`src/rtl/alu_cmd_queue.sv`:
```
// Command FIFO in front of an external combinational ALU: issues queued operands,
// captures each result with overflow/negative flags and holds it until consumed.
module alu_cmd_queue #(
    parameter int DEPTH = 4,
    parameter int WIDTH = 9
) (
    input  logic                     clk,
    input  logic                     rst,
    input  logic                     cmd_valid,
    output logic                     cmd_ready,
    input  logic [WIDTH-1:0]         cmd_a,
    input  logic [WIDTH-1:0]         cmd_b,
    input  logic [3:0]               cmd_sel,
    output logic [WIDTH-1:0]         alu_a,
    output logic [WIDTH-1:0]         alu_b,
    output logic [3:0]               alu_sel,
    input  logic [WIDTH-1:0]         alu_out,
    output logic                     res_valid,
    input  logic                     res_ready,
    output logic [WIDTH-1:0]         res_data,
    output logic [3:0]               res_sel,
    output logic                     res_err,
    output logic                     res_neg,
    output logic [$clog2(DEPTH):0]   count
);
    localparam int PW = $clog2(DEPTH);
    localparam int CW = PW + 1;

    typedef enum logic [1:0] {IDLE, EXEC, HOLD} state_t;

    typedef struct packed {
        logic [WIDTH-1:0] a;
        logic [WIDTH-1:0] b;
        logic [3:0]       sel;
    } cmd_t;

    cmd_t             mem_q [DEPTH];
    cmd_t             head;
    logic [PW-1:0]    wr_ptr_q, rd_ptr_q;
    logic [CW-1:0]    count_q, count_d;
    state_t           state_q;

    logic [WIDTH-1:0] alu_a_q, alu_b_q;
    logic [3:0]       alu_sel_q;
    logic             res_valid_q, res_err_q, res_neg_q;
    logic [WIDTH-1:0] res_data_q;
    logic [3:0]       res_sel_q;

    logic             push, pop;
    logic [WIDTH-1:0] exec_data;
    logic             exec_err, exec_neg;

    assign cmd_ready = !rst && (count_q < CW'(DEPTH));
    assign push      = cmd_valid && cmd_ready;
    // Pop only from a non-empty queue; an empty IDLE queue never bypasses to the ALU.
    assign pop       = (count_q != '0) &&
                       ((state_q == IDLE) || ((state_q == HOLD) && res_ready));
    assign head      = mem_q[rd_ptr_q];

    always_comb begin
        count_d = count_q;
        case ({push, pop})
            2'b10:   count_d = count_q + CW'(1);
            2'b01:   count_d = count_q - CW'(1);
            default: count_d = count_q;
        endcase
    end

    // Undefined opcodes (sel[3]) ignore the ALU and report an error with zero data.
    always_comb begin
        exec_data = alu_out;
        exec_err  = 1'b0;
        exec_neg  = 1'b0;
        if (alu_sel_q[3]) begin
            exec_data = '0;
            exec_err  = 1'b1;
        end else begin
            exec_err = ((alu_sel_q == 4'b0000) || (alu_sel_q == 4'b0010)) && alu_out[WIDTH-1];
            exec_neg = (alu_sel_q == 4'b0001) && alu_out[WIDTH-1];
        end
    end

    always_ff @(posedge clk) begin
        if (push) begin
            mem_q[wr_ptr_q] <= '{a: cmd_a, b: cmd_b, sel: cmd_sel};
        end
    end

    always_ff @(posedge clk or posedge rst) begin
        if (rst) begin
            state_q     <= IDLE;
            wr_ptr_q    <= '0;
            rd_ptr_q    <= '0;
            count_q     <= '0;
            alu_a_q     <= '0;
            alu_b_q     <= '0;
            alu_sel_q   <= '0;
            res_valid_q <= 1'b0;
            res_data_q  <= '0;
            res_sel_q   <= '0;
            res_err_q   <= 1'b0;
            res_neg_q   <= 1'b0;
        end else begin
            count_q <= count_d;
            if (push) begin
                wr_ptr_q <= wr_ptr_q + PW'(1);
            end
            if (pop) begin
                rd_ptr_q  <= rd_ptr_q + PW'(1);
                alu_a_q   <= head.a;
                alu_b_q   <= head.b;
                alu_sel_q <= head.sel;
            end
            case (state_q)
                IDLE: begin
                    if (pop) state_q <= EXEC;
                end
                EXEC: begin
                    res_valid_q <= 1'b1;
                    res_data_q  <= exec_data;
                    res_sel_q   <= alu_sel_q;
                    res_err_q   <= exec_err;
                    res_neg_q   <= exec_neg;
                    state_q     <= HOLD;
                end
                HOLD: begin
                    if (res_ready) begin
                        res_valid_q <= 1'b0;
                        state_q     <= pop ? EXEC : IDLE;
                    end
                end
                default: state_q <= IDLE;
            endcase
        end
    end

    assign alu_a     = alu_a_q;
    assign alu_b     = alu_b_q;
    assign alu_sel   = alu_sel_q;
    assign res_valid = res_valid_q;
    assign res_data  = res_data_q;
    assign res_sel   = res_sel_q;
    assign res_err   = res_err_q;
    assign res_neg   = res_neg_q;
    assign count     = count_q;

endmodule

```
`config.mk`:
```
export PLATFORM = sky130hd
export DESIGN_NAME = alu_cmd_queue
export DESIGN_NICKNAME = d
export VERILOG_FILES = /design/src/rtl/alu_cmd_queue.sv
export SDC_FILE = /design/constraint.sdc
export NUM_CORES = 1
export LEC_CHECK = 0
export ABC_CLOCK_PERIOD_IN_PS = 3700
export CAP_MARGIN = 10
export CORE_ASPECT_RATIO = 0.7
export CORE_MARGIN = 1.5
export CORE_UTILIZATION = 58
export CTS_CLUSTER_SIZE = 12
export DETAILED_ROUTE_END_ITERATION = 16
export GPL_TIMING_DRIVEN = 1
export HOLD_SLACK_MARGIN = 0.06
export PLACE_DENSITY_LB_ADDON = 0.25
export SYNTH_ARGS = -nofsm -noshare
export SYNTH_HDL_FRONTEND = slang
export SYNTH_SLANG_ARGS = --single-unit
```
`constraint.sdc`:
```
create_clock -name clk -period 3.7 [get_ports clk]
set_clock_uncertainty 0.15 [all_clocks]
set_input_delay 0.925 -clock clk [delete_from_list [all_inputs] [get_ports clk]]
set_output_delay 0.925 -clock clk [all_outputs]
set_load 0.01 [all_outputs]
```
After elaboration in Yosys (flattened, before gate mapping) --
Memories as Yosys holds them, arrays and structs flattened. A register that Yosys moved wholly into a read port is not among the register bits. Index checks and enable logic that the tools add are counted. W data, S select, Z words.
Word-level totals: flip-flop bits (word level) 25, output and inout bits 42, ROM bits 0, word-level logic and storage cells 51, memory bits (writable) 88, bits in latches 0, memories 1
Operators by class: $add $sub $neg 4, divide/modulo/power cells 0, muxes and demuxes 12, bitwise logic cells 0, shifts and indexed selects 0, multipliers 0, $lt $le $gt $ge 1, equal/unequal tests 8, reduce and logical (&&, ||, !) cells 16
Memory list:
- mem_q | words 4, width 22, read ports 1, clocked after Yosys merged registers in 1, wr ports 1, line 37 | cmd_t mem_q [DEPTH];
Operators by type and width (number):
- $mux W9 | 1
- $logic_and A1 B1 Y1 | 6
- $mux W1 | 6
- $pmux W2 S3 | 1
- $pmux W3 S2 | 1
- $add A2 B1 Y2 const B | 2
- $eq A2 B1 Y1 const B | 2
- $eq A2 B2 Y1 const B | 2
- $eq A4 B1 Y1 const B | 1
- $eq A4 B2 Y1 const B | 1
- $logic_not A4 Y1 | 1
- $mux W2 | 2
- $ne A2 B2 Y1 const B | 2
- $reduce_and A2 Y1 | 2
- $reduce_bool A2 Y1 | 2
- $add A3 B1 Y3 const B | 1
- $lt A3 B3 Y1 const B | 1
- $reduce_bool A3 Y1 | 1
- $sub A3 B1 Y3 const B | 1
- $logic_not A2 Y1 | 1
- $logic_or A1 B1 Y1 | 2
- $pmux W1 S2 | 1
- $logic_not A1 Y1 | 1

Depth between registers and ports, before layout --
Gate-level depths: netlist of the first run.
word-level depth 7, mapped depth 9, depth with buffers taken out 9

Least setup slack after synthesis of the first run --
No wires, ideal clock.
kind input port to flip-flop, from in res_ready, to reg count_q[2], in the netlist count[2], stages 9, setup time 79 ps, required time 3471 ps, path slack 1019 ps, arrival 2452 ps, path buffers 1, cells stage by stage nor2b_1 > nor3_4 > buf_4 > ha_1 > inv_1 > fa_1 > xor2_1 > nor2_1 > xor2_1
On the way: word-level cells in the longest chain between the ends 5, elaborated cells on any way between the ends 7, those cells by class eq/ne (2); mux (1); reduce/logical (4)
RTL lines:
- start, declared | line 19 | input logic res_ready,
- $logic_and A1 B1 Y1 * | line 57 | ((state_q == IDLE) || ((state_q == HOLD) && res_ready));
- $logic_or A1 B1 Y1 * | line 57
- $logic_and A1 B1 Y1 * | line 56 | assign pop = (count_q != '0) &&
- named net pop | line 49 | logic push, pop;
- $eq A2 B1 Y1 / $eq A2 B2 Y1 (equally long branches) | line 62 | case ({push, pop})
- $pmux W3 S2 / $reduce_bool A2 Y1 (equally long branches)
- end signal, assigned | line 104 | count_q <= count_d;
- end, declared | line 40 | logic [CW-1:0] count_q, count_d;
The timed path passes the listed nets; every way through them passes the cells marked *. A chain may end at the register's enable or synchronous reset.

Worst setup path after layout of the first run --
from in rst, to out cmd_ready
On the way: word-level cells in the longest chain between the ends 2
RTL lines:
- start, declared | line 8 | input logic rst,
- $logic_not A1 Y1 (no source line)
- $logic_and A1 B1 Y1 | line 53 | assign cmd_ready = !rst && (count_q < CW'(DEPTH));
- end, declared | line 10 | output logic cmd_ready,
Every way passes these cells.

==> metrics.yaml, run 1 <==
die_w_um: 117
grt_first_pass_wirelength_um: 14400
die_h_um: 82.6
syn-cell-area_um2: 5260
cts_root_buf: "clkbuf_16"
worst_path_dominant_cell_family: "buffers and inverters"
p_switching_mw: 1.57
syn_nets: 309
first_global_vias: 2718
power_density_nw_per_um2: 833
path_max_fanout: 6
status: "complete, no violations"
hpwl_um: 5690
synth.top_cells.by_area: "edfxtp_1 50%, dfrtp_1 22%, mux4_2 7.7%"
nNetsFinal: 399
worst_path_most_repeated_cell: "clkdlybuf4s50_1"
wire_per_inst_um: 19.2
globalRouteTotalUtil_pct: 21.9
slowest_stage: "clkdlybuf4s50_1"
routabilityCongestion: 0.727
antenna_found_initial: 1
rsz0062_at_grt: "false"
max_stage_delay_ns: 0.59
totalNegativeSetupSlack_ns: 0
clock_sinks: 135
yosys-top-cells-count: "88 x edfxtp_1, 47 x dfrtp_1, 18 x mux2_4, 18 x mux4_2"
drt-total-wl_um: 9420
drive_above_1_share_pct: 21.9
critPathRequiredTime_ns: 2.62
grt_max_degree: 36
crit_arrival_ns: 2.19
avgSynthCellArea_um2: 19.6
clkPwrFrac_pct: 26.7
ant_nets: 0
dieArea_um2: 9650
reg2reg_setup_slack_ns: 1.59
ys_ff_latch: 135
firstDrtPassIters: 4
cts_buffers: 17
cp-end-kind: "output pin"
io_buffer_count: 76
power_mw: 5.54
combPwrFrac_pct: 31.8
tritoncts: "done"
vias: 2636
synth-edff-count: 88
ys_warn_count: 0
drc: 0
crit_type: "in -> out"
ys_types: 30
worst_pin_slew_ns: 1.06
async_reset_ff_share_pct: 34.8
cts_repair_resize_count: 0
irDropWorstVdd_mv: 0.468
synth-main-ff-cell: "edfxtp_1"
crit_path_start_kind: "input port"
synth_top_cell_area_share_pct: 50.3
antenna_cells: 0
seq_power_share_pct: 41.5
path_cells: "clkdlybuf4s50_1, nor2_1, clkdlybuf4s50_1"
p_int_mw: 3.97
slew_headroom_pct: 29.4
fin_crit_sh_pct: 88.1
gr-total-overflow: 0
hold_violations: 0
fmax_mhz: 307
design.core.area_um2: 8620
path_buf_inv: 2
hold_path.class: "reg -> reg"
drtIter0Drc: 131
h-tree-depth: 4
setup_viol_count_final: 0
postCtsSetupRepairBufs: 0
io_pins: 77
hold_buffers: 0
slew_viol_final: 0
min_period_ns: 3.26
clkLatencyLatePin_ns: 0.41
clockBufferDepth: 2
rows: 28
postSynthCellCount: 268
start_util_pct: 61.0
ys_seq_area_share_pct: 72.7
switching_share_pct: 28.3
p_leak_nw: 2.49
synth_most_common_cell: "edfxtp_1"
area_delta_synth_final_pct: 26.4
maxCapViolations: 0
routed_via_density: 5.38
clkSlewWorstSetupHoldPaths_ns: 0.05
yosysTopAreaCell: "edfxtp_1"
==> state kept, by name, summed over array words and instances, names as in the netlist <==
register / cells
res_err: 1
rd_ptr_q: 2
res_valid: 1
res_neg: 1
alu_a: 9
res_data: 9
wr_ptr_q: 2
res_sel: 4
mem_q: 88
alu_b: 9
alu_sel: 4
state_q: 2
count: 3
==> routing by layer <==
layer | share of wire [%] | global-route usage, % | vias to the layer above
met5 | 0.20 | 0 | -
met4 | 1.7 | 9.52 | 2
met3 | 7.3 | 9.42 | 14
met2 | 49 | 34.2 | 98
met1 | 42 | 27.3 | 1315
li1 | - | - | 1207
==> path summary, 6_finish.rpt <==
kind / from / cells after the start / endpoint
min in group asynchronous: rst / 2 / alu_b[7]$_DFFE_PP0P_
hold / removal: res_data[4]$_DFFE_PP0P_ / 2 / res_data[4]$_DFFE_PP0P_
max in group asynchronous: rst / 3 / rd_ptr_q[0]$_DFFE_PP0P_
setup reg to reg: count[2]$_DFFE_PP0P_ / 9 / count[2]$_DFFE_PP0P_
hold reg to reg: res_data[4]$_DFFE_PP0P_ / 2 / res_data[4]$_DFFE_PP0P_
setup / recovery: rst / 3 / cmd_ready
==> cells by family after synthesis <==
logic type      Yosys count  share of synthesized area [%]
buf+inv                  19                           2.31
fa+ha+maj                 6                           1.57
simple gates             37                           3.98
xor+xnor                  6                           1.00
flops                   135                           72.7
mux                      50                           17.0
compound gates           15                           1.50
==> power groups by stage <==
| stage | Clock [mW] | Combinational, mW | Sequential, mW |
|---|---|---|---|
| floorplan | 0 | 1.19 | 2.24 |
| global placement | 0 | 1.72 | 2.31 |
| detailed placement | 0 | 1.78 | 2.33 |
| CTS | 1.50 | 1.79 | 2.31 |
| global route | 1.56 | 1.91 | 2.35 |
| finish | 1.48 | 1.76 | 2.30 |
==> worst register-to-register path, stage by stage, from the launching register on <==
cell	delay, ns
dfrtp_1	0.42
nor2_1	0.12
and2_1	0.21
inv_1	0.07
ha_1	0.18
inv_1	0.06
fa_1	0.38
xor2_1	0.17
nor2_1	0.11
xor2_1	0.16
==> final cells by class <==
type,instances,area (um2)
clock buffers,20,437
clock inverters,11,85.1
fillers,519,1980
inverters,8,30.0
multi-input cells,114,1320
flip-flops and latches,135,3820
well taps,120,150
repair buffers,82,806
==> cell usage in the layout, fill, tap and decap left out, types with 2 or more instances in the layout <==
master / count
edfxtp_1: 88
clkdlybuf4s50_1: 76
dfrtp_1: 46
mux4_2: 18
mux2_4: 18
clkbuf_16: 17
nand2b_1: 12
nand2_1: 12
o21ai_0: 11
mux2_2: 9
inv_1: 7
buf_4: 6
ha_1: 5
clkinv_2: 5
xor2_1: 4
and3_1: 4
mux4_1: 4
nor2_1: 3
a21oi_1: 3
clkinvlp_4: 3
clkbuf_1: 3
xnor2_1: 2
clkinv_1: 2
==> through the flow <==
stage	std cells	util [%]	hold WS (ns)	worst slack (ns)	instance area (um2)
after floorplan	268	-	0.317	1.02	5260
after CTS	490	77.1	0.335	0.430	6640
after global placement	459	71.0	0.315	0.473	6120
after global routing	490	77.1	0.365	0.355	6640
after detailed placement	459	71.0	0.323	0.443	6120
final	490	77.1	0.335	0.439	6640
No activity file was read; power rests on OpenSTA's default activity.
==> run 2: changes to the inputs <==
--- a/config.mk
+++ b/config.mk
@@ -9,9 +9,10 @@
 export CAP_MARGIN = 10
 export CORE_ASPECT_RATIO = 0.7
 export CORE_MARGIN = 1.5
-export CORE_UTILIZATION = 58
+export CORE_UTILIZATION = 67
 export CTS_CLUSTER_SIZE = 12
 export DETAILED_ROUTE_END_ITERATION = 16
+export DONT_BUFFER_PORTS = 1
 export GPL_TIMING_DRIVEN = 1
 export HOLD_SLACK_MARGIN = 0.06
 export PLACE_DENSITY_LB_ADDON = 0.25
==> run 2 against run 1 <==
Net effect: count of clock-buffer cells in the layout is 2 higher; flip-flop and latch count stayed put; die area is 13% lower; combinational power is 34% lower; clock power hardly changed; cell count is 20% lower; wire length is 9.5% lower.
==> metrics.yaml, run 2 (same netlist as run 1, synthesis figures left out) <==
routed_via_density: 5.90
drc: 0
fmax_mhz: 415
cts_root_buf: "clkbuf_8"
die_h_um: 77.1
worst_path_dominant_cell_family: "flip-flops"
clock_sinks: 135
rsz0062_at_grt: "false"
cp-end-kind: "output pin"
cts_repair_resize_count: 0
totalNegativeSetupSlack_ns: 0
gr-total-overflow: 0
crit_arrival_ns: 1.34
whs_ns: 0.350
slew_viol_final: 0
nNetsFinal: 322
slowest_stage: "dfrtp_1"
worstSetupStartpoint: "count[2]$_DFFE_PP0P_"
max_stage_delay_ns: 0.46
routabilityCongestion: 0.767
seq_power_share_pct: 47.7
clkPwrFrac_pct: 29.3
grt_first_pass_wirelength_um: 13300
top_register: "mem_q"
combPwrFrac_pct: 23.0
largest_reg_flops: 88
clkSlewWorstSetupHoldPaths_ns: 0.06
drt-total-wl_um: 8520
drive_above_1_share_pct: 27.9
power_density_nw_per_um2: 866
path_max_fanout: 6
wire_per_inst_um: 21.7
globalRouteTotalUtil_pct: 23.1
io_pins: 77
worst_pin_slew_ns: 1.02
crit_path_start_kind: "flip-flop"
clockBufferDepth: 2
ant_nets: 0
hold_path.class: "in -> reg"
fin_crit_sh_pct: 65.1
dieArea_um2: 8390
path_buf_inv: 0
h-tree-depth: 4
clkLatencyLatePin_ns: 0.52
status: "complete, no violations"
power_mw: 5.07
hpwl_um: 5010
p_leak_nw: 2.21
setup_viol_count_final: 0
postCtsSetupRepairBufs: 0
hold_buffers: 0
slew_headroom_pct: 31.8
switching_share_pct: 29.2
irDropWorstVdd_mv: 0.553
cts_buffers: 17
maxCapViolations: 0
postLayoutCoreUtil_pct: 78.6
hold_violations: 0
design.core.area_um2: 7450
die_w_um: 109
path_cells: "nor2_1"
area_delta_synth_final_pct: 11.5
critPathRequiredTime_ns: 2.62
first_global_vias: 2502
p_switching_mw: 1.48
r2r-start: "count[2]$_DFFE_PP0P_"
min_period_ns: 2.41
grt_max_degree: 48
rows: 26
tritoncts: "done"
hp-start: "cmd_b[4]"
vias: 2314
mostFrequentLayoutCells: "88 x edfxtp_1, 46 x dfrtp_1, 18 x mux4_2, 18 x mux2_4, 16 x clkbuf_16"
io_buffer_count: 0
antenna_found_initial: 0
drtIter0Drc: 130
antenna_cells: 0
firstDrtPassIters: 4
final_common_cell: "edfxtp_1"
start_util_pct: 70.5
p_int_mw: 3.59
crit_type: "reg -> out"
run 2: cell count changes in the layout (fill, tap and decap cells not counted):
cell / delta
clkbuf_8: +3
clkinv_2: +1
clkinvlp_4: -1
clkdlybuf4s50_1: -76
clkinv_1: -1
clkbuf_16: -1
buf_4: -1
run 2: metal layers:
layer  vias to the layer above  global-route usage, %  routed length (um)
met5                         -                      0                   0
met4                         0                   11.1                 142
met2                        82                   35.8                4200
met3                        13                   9.01                 652
li1                       1043                      -                   -
met1                      1176                   28.7                3530
run 2: cell type report:
type                       instances  area, um2
sequential                       135       3820
fill                             380       1590
multi-input combinational        114       1320
clock buffer                      22        453
tap                               98        123
clock inverter                    10       78.8
timing repair buffer               5       37.5
inverter                           8       30.0
run 2: path summary, 6_finish.rpt:
path | slack (ns) | depth (start not counted) | to
hold reg to reg | 0.36 | 1 | res_valid$_DFFE_PP0P_
max in group asynchronous | 2.35 | 1 | rd_ptr_q[0]$_DFFE_PP0P_
setup reg to reg | 1.48 | 9 | count[2]$_DFFE_PP0P_
hold / removal | 0.35 | 0 | mem_q[0][8]$_DFFE_PP_
min in group asynchronous | 0.37 | 1 | alu_a[1]$_DFFE_PP0P_
setup / recovery | 1.29 | 1 | cmd_ready
run 2: power by group through the flow:
stage / clock [mW] / sequential [mW] / combinational, mW
finish: 1.49 / 2.42 / 1.17
global route: 1.59 / 2.49 / 1.28
CTS: 1.52 / 2.43 / 1.19
detailed placement: 0 / 2.46 / 1.17
global placement: 0 / 2.45 / 1.13
floorplan: 0 / 2.24 / 1.19
run 2: metrics by stage:
stage	cell area [um2]	setup slack (ns)	cells
2_1_floorplan	5260	1.02	268
3_3_place_gp	5330	1.12	360
3_5_place_dp	5330	1.07	360
4_1_cts	5860	1.25	392
5_1_grt	5860	1.23	392
6_report	5860	1.29	392
